File: config.mk
export PLATFORM = sky130hd
export DESIGN_NAME = writeback_pipe
export DESIGN_NICKNAME = d
export VERILOG_FILES = /design/src/rtl/wb_pkg.sv /design/src/rtl/wb_skid_fifo.sv /design/src/rtl/writeback_pipe.sv
export SDC_FILE = /design/constraint.sdc
export NUM_CORES = 1
export LEC_CHECK = 0
export CORE_UTILIZATION = 35
export CTS_BUF_LIST = sky130_fd_sc_hd__clkbuf_16
export CTS_CLUSTER_DIAMETER = 40
export DETAILED_ROUTE_END_ITERATION = 12
export HOLD_SLACK_MARGIN = 0.12
export SYNTH_ARGS = -nofsm -noshare
export SYNTH_HDL_FRONTEND = slang
export SYNTH_SLANG_ARGS = --single-unit
File: constraint.sdc
create_clock -name clk -period 3.9 [get_ports clk]
set_input_delay 0.975 -clock clk [delete_from_list [all_inputs] [get_ports clk]]
set_output_delay 0.975 -clock clk [all_outputs]
set_load 0.05 [all_outputs]
File: src/rtl/wb_pkg.sv
// Shared write-back definitions: result-source encodings and entry record layout.
package wb_pkg;

  typedef enum logic [1:0] {
    WB_SEL_ALU  = 2'd0,
    WB_SEL_MEM  = 2'd1,
    WB_SEL_LINK = 2'd2,
    WB_SEL_RSVD = 2'd3
  } wb_sel_e;

  // Entry record is packed {data, rd, we}: we at bit 0, rd above it, data on top.
  function automatic int wb_ent_w(input int data_w, input int reg_aw);
    return data_w + reg_aw + 1;
  endfunction

endpackage

File: src/rtl/wb_skid_fifo.sv
// Two-entry in-order buffer; head/tail registered, one-cycle write-to-read latency.
// Pushes are ignored when full and pops when empty, so the caller's qualifiers are the source of truth.
module wb_skid_fifo #(
  parameter int W = 12
) (
  input  logic         clk,
  input  logic         reset,
  input  logic         push,
  input  logic         pop,
  input  logic [W-1:0] wdata,
  output logic [1:0]   count,
  output logic [W-1:0] head,
  output logic [W-1:0] tail
);

  logic [W-1:0] slot0;
  logic [W-1:0] slot1;
  logic [1:0]   cnt;
  logic         do_push;
  logic         do_pop;

  assign do_push = push && (cnt != 2'd2);
  assign do_pop  = pop  && (cnt != 2'd0);

  always_ff @(posedge clk) begin
    if (reset) begin
      cnt   <= 2'd0;
      slot0 <= '0;
      slot1 <= '0;
    end else begin
      case ({do_push, do_pop})
        2'b10: begin
          if (cnt == 2'd0) slot0 <= wdata;
          else             slot1 <= wdata;
          cnt <= cnt + 2'd1;
        end
        // Vacated slots are cleared so an empty buffer always reads as zero.
        2'b01: begin
          slot0 <= slot1;
          slot1 <= '0;
          cnt   <= cnt - 2'd1;
        end
        2'b11: begin
          slot0 <= wdata;
        end
        default: ;
      endcase
    end
  end

  assign count = cnt;
  assign head  = slot0;
  assign tail  = slot1;

endmodule

File: src/rtl/writeback_pipe.sv
// Write-back stage: selects result source, buffers 2 entries, drives register-file write and bypass.
// One-cycle latency; in_ready depends only on buffer occupancy, never on rf_ready.
module writeback_pipe
  import wb_pkg::*;
#(
  parameter int DATA_W = 8,
  parameter int REG_AW = 3,
  parameter int CNT_W  = 16
) (
  input  logic              clk,
  input  logic              reset,
  input  logic              in_valid,
  output logic              in_ready,
  input  logic [1:0]        in_sel,
  input  logic [DATA_W-1:0] in_alu,
  input  logic [DATA_W-1:0] in_mem,
  input  logic [DATA_W-1:0] in_link,
  input  logic [REG_AW-1:0] in_rd,
  input  logic              in_we,
  output logic              rf_valid,
  input  logic              rf_ready,
  output logic              rf_we,
  output logic [REG_AW-1:0] rf_addr,
  output logic [DATA_W-1:0] rf_data,
  output logic              fwd_valid,
  output logic [REG_AW-1:0] fwd_addr,
  output logic [DATA_W-1:0] fwd_data,
  output logic [CNT_W-1:0]  retired,
  output logic              err_sel
);

  typedef struct packed {
    logic [DATA_W-1:0] data;
    logic [REG_AW-1:0] rd;
    logic              we;
  } ent_t;

  localparam int ENT_W = wb_ent_w(DATA_W, REG_AW);

  ent_t             new_ent;
  ent_t             head_ent;
  ent_t             tail_ent;
  logic [ENT_W-1:0] head_raw;
  logic [ENT_W-1:0] tail_raw;
  logic [1:0]       count;
  logic             accept;
  logic             pop;
  logic             head_fwd;
  logic             tail_fwd;
  logic [CNT_W-1:0] retired_q;
  logic             err_q;

  assign in_ready = (count != 2'd2);
  assign accept   = in_valid && in_ready;
  assign rf_valid = (count != 2'd0);
  assign pop      = rf_valid && rf_ready;

  // Reserved selector stores a harmless non-writing entry; rd kept for traceability.
  always_comb begin
    new_ent    = '0;
    new_ent.rd = in_rd;
    case (wb_sel_e'(in_sel))
      WB_SEL_ALU:  begin new_ent.data = in_alu;  new_ent.we = in_we; end
      WB_SEL_MEM:  begin new_ent.data = in_mem;  new_ent.we = in_we; end
      WB_SEL_LINK: begin new_ent.data = in_link; new_ent.we = in_we; end
      default:     begin new_ent.data = '0;      new_ent.we = 1'b0;  end
    endcase
  end

  wb_skid_fifo #(.W(ENT_W)) u_fifo (
    .clk   (clk),
    .reset (reset),
    .push  (accept),
    .pop   (pop),
    .wdata (new_ent),
    .count (count),
    .head  (head_raw),
    .tail  (tail_raw)
  );

  assign head_ent = ent_t'(head_raw);
  assign tail_ent = ent_t'(tail_raw);

  assign rf_addr = rf_valid ? head_ent.rd   : '0;
  assign rf_data = rf_valid ? head_ent.data : '0;
  assign rf_we   = rf_valid && head_ent.we && (head_ent.rd != '0);

  // The tail is the younger entry, so it wins the bypass when it qualifies.
  assign head_fwd = (count != 2'd0) && head_ent.we && (head_ent.rd != '0);
  assign tail_fwd = (count == 2'd2) && tail_ent.we && (tail_ent.rd != '0);

  always_comb begin
    fwd_valid = 1'b0;
    fwd_addr  = '0;
    fwd_data  = '0;
    if (tail_fwd) begin
      fwd_valid = 1'b1;
      fwd_addr  = tail_ent.rd;
      fwd_data  = tail_ent.data;
    end else if (head_fwd) begin
      fwd_valid = 1'b1;
      fwd_addr  = head_ent.rd;
      fwd_data  = head_ent.data;
    end
  end

  always_ff @(posedge clk) begin
    if (reset) begin
      retired_q <= '0;
      err_q     <= 1'b0;
    end else begin
      if (pop) retired_q <= retired_q + CNT_W'(1);
      if (accept && (in_sel == WB_SEL_RSVD)) err_q <= 1'b1;
    end
  end

  assign retired = retired_q;
  assign err_sel = err_q;

endmodule

==> flow_summary.toml <==
[route]
drt-pass1-iter-count = 4
drt-total-wl_um = 5890
route.detailed.drc = 0
final_antenna_net_count = 0
wire_per_inst_um = 14.0
drtIter0Drc = 55
num_vias = 2176
vias_per_cell = 5.18

[placement]
dp_hpwl_um = 4520
place_congestion = 0.728
port_buffers = 76
dp_slack_ps = 653

[die]
num_io_pins = 77
core-area_mm2 = 0.00639
die_w_um = 83.7
core.rowCount = 29
start_util_pct = 36.6
die_area_mm2 = 0.00700
die-height_um = 83.7

[power]
p_total_uw = 1800
switching_share_pct = 39.3
peakVddDrop_mv = 0.339
intPower_uw = 1090
comb_power_share_pct = 41.2
p_sw_uw = 705
p_leak_uw = 0.00122
pwr-share-clk_pct = 25.3
p_per_area_mw_per_mm2 = 547
seqPwrFrac_pct = 33.6

[synthesis]
syn-num-nets = 310
synthArstFlopShare_pct = 0
yosys.area.top_type_share_pct = 36.9
synth_common_cells = "43 x dfxtp_1, 37 x nor2_1, 16 x nand3b_1, 13 x mux2i_1, 13 x nand2_1"
synth_flop_cell = "dfxtp_1"
netlist_area_mm2 = 0.00234
synth_seq_cells = 43
synth_area_per_cell_um2 = 8.56
synth_edf_count = 0
yosysWarnings = 0
yosysSeqAreaShare_pct = 36.9
synthTopCellsByArea = "dfxtp_1 37%, nor2_1 5.9%, mux2i_1 5.6%"
post-synth-top-count-cell = "dfxtp_1"
ys_types = 45
yosys.area.top_type = "dfxtp_1"
synth_cells = 273

[sta]
relSlewSlack_pct = 51.5
fin_tns_setup_ps = 0
hold_viol_final = 0
finalMaxSlewViolations = 0
fmax_mhz = 286
period_needed_ps = 3500
finalWorstSetupSlack_ps = 398
fin_crit_sh_pct = 89.8
setup_viol = 0
worstMarginPinSlew_ps = 727
rsz0062_at_grt = "false"
clock-skew-final_ps = 2.42

[clock_network]
cts_num_sinks = 43
ctsResizeCount = 0
cts_buffer_depth = 2
htree_levels = 2
cts_setup_buffers = 0
worstSkewPairLatency_ps = 280
cts_buffers = 5
clk_pin_slew_ps = 60
cts_tree = "built"
holdBufCountCts = 0
ctsRootBufferMaster = "clkbuf_16"

[setup_path]
worstSetupStartpointType = "register"
reg2reg_slack_ps = 1710
crit_type = "register to output port"
slowest_stage = "clkdlybuf4s50_1"
arrival_ps = 2530
cpPeakStageDelay_ps = 810
crit_path_max_fanout = 15
crit_chain = "nor2_1 -> inv_1 -> o311ai_0 -> nand2b_1 -> clkdlybuf4s50_1"
end_kind = "output port"
worst_ep_required_time_ps = 2920

[cells_and_area]
num_antenna_cells = 0
nNetsFinal = 380
area.growth.synth_to_final_pct = 40.7
drive_gt1_share_pct = 7.87
nFillCells = 631

[global_route]
grt_util_all_layers_pct = 17.3
grt_overflow = 0
grt_max_degree = 23
first_global_vias = 1956
antenna_found_initial = 0
grt_pass1_wl_um = 9830

[hold_path]
hold_class = "register to register"

[status]
status = "completed"

[run]
drv_cap = 0
## cells by family after synthesis
logic type	after synthesis	synth area share (%)
muxes	13	5.57
DFF	43	36.9
buffers and inverters	24	4.55
AOI/OAI and AO/OA	65	20.4
xor gates and xnor gates	12	4.50
and+or+nand+nor	113	26.6
adders and majority gates	3	1.61
## power by group through the flow
stage                     sequential [uW]  combinational (uW)  clock (uW)
after CTS                             603                 747         468
after global placement                613                 742           0
after detailed placement              612                 747           0
final                                 603                 739         454
after global routing                  618                 813         484
after floorplan                       596                 536           0
## layer usage
metal  vias to the layer above  global-route usage, %  share of wire (%)
li1                       1123                      -                  -
met1                       980                   24.5                 49
met2                        68                   25.6                 43
met3                         5                   4.65                6.6
met4                         0                   5.08                1.0
met5                         -                      0                  0
## sequential cells by signal, indices dropped and copies added, names as in the netlist
name / flops
u_fifo.count: 2
u_fifo.head: 12
retired: 16
u_fifo.tail: 12
err_sel: 1
## final timing paths
path                                              startpoint                            to  depth (start not counted)
worst max register to register  u_fifo.count[0]$_SDFFE_PP0P_  u_fifo.tail[10]$_SDFFE_PP0P_                          7
worst min-delay path                retired[15]$_SDFFE_PP0P_      retired[15]$_SDFFE_PP0P_                          2
worst max-delay path            u_fifo.count[0]$_SDFFE_PP0P_                     fwd_valid                          5
worst min register to register      retired[15]$_SDFFE_PP0P_      retired[15]$_SDFFE_PP0P_                          2
## through the flow
step | hold WS, ps | utilization (%) | cell area [um^2] | instances
finish | 482 | 51.4 | 3290 | 420
global placement | 456 | 49.0 | 3130 | 413
detailed placement | 470 | 49.0 | 3130 | 413
floorplan | 462 | - | 2340 | 273
CTS | 487 | 51.4 | 3290 | 420
global route | 497 | 51.4 | 3290 | 420
## layout by cell type, fill, tap and decap left out, types with 8 or more instances in the layout
master           synthesis  layout
clkdlybuf4s50_1          0      68
dfxtp_1                 43      43
nor2_1                  37      37
nand3b_1                16      16
nand2_1                 13      13
mux2i_1                 13      13
buf_4                    1      13
a22o_1                  11      11
and2_1                  11      11
o21ai_0                 11      11
a21oi_1                 10      10
a22oi_1                  8       8
nor2b_1                  8       8
o41ai_1                  8       8
## worst max-delay path: cells and delay by family (launching register included)
kind | cells | cell delay (ps)
AO/OA/AOI/OAI | 1 | 300
buffers and inverters | 2 | 1120
AND/OR/NAND/NOR | 2 | 280
flip-flops | 1 | 540
## area by class of cell
| class | count | area, um^2 | share of cell area, % |
|---|---|---|---|
| multi-input combinational | 206 | 1370 | 41.7 |
| sequential | 43 | 861 | 26.2 |
| timing repair buffer | 81 | 778 | 23.7 |
| clock buffer | 5 | 125 | 3.81 |
| tap | 77 | 96.3 | 2.93 |
| clock inverter | 2 | 33.8 | 1.03 |
| inverter | 6 | 22.5 | 0.685 |
Note: power is estimated with default switching activity, not from simulation.
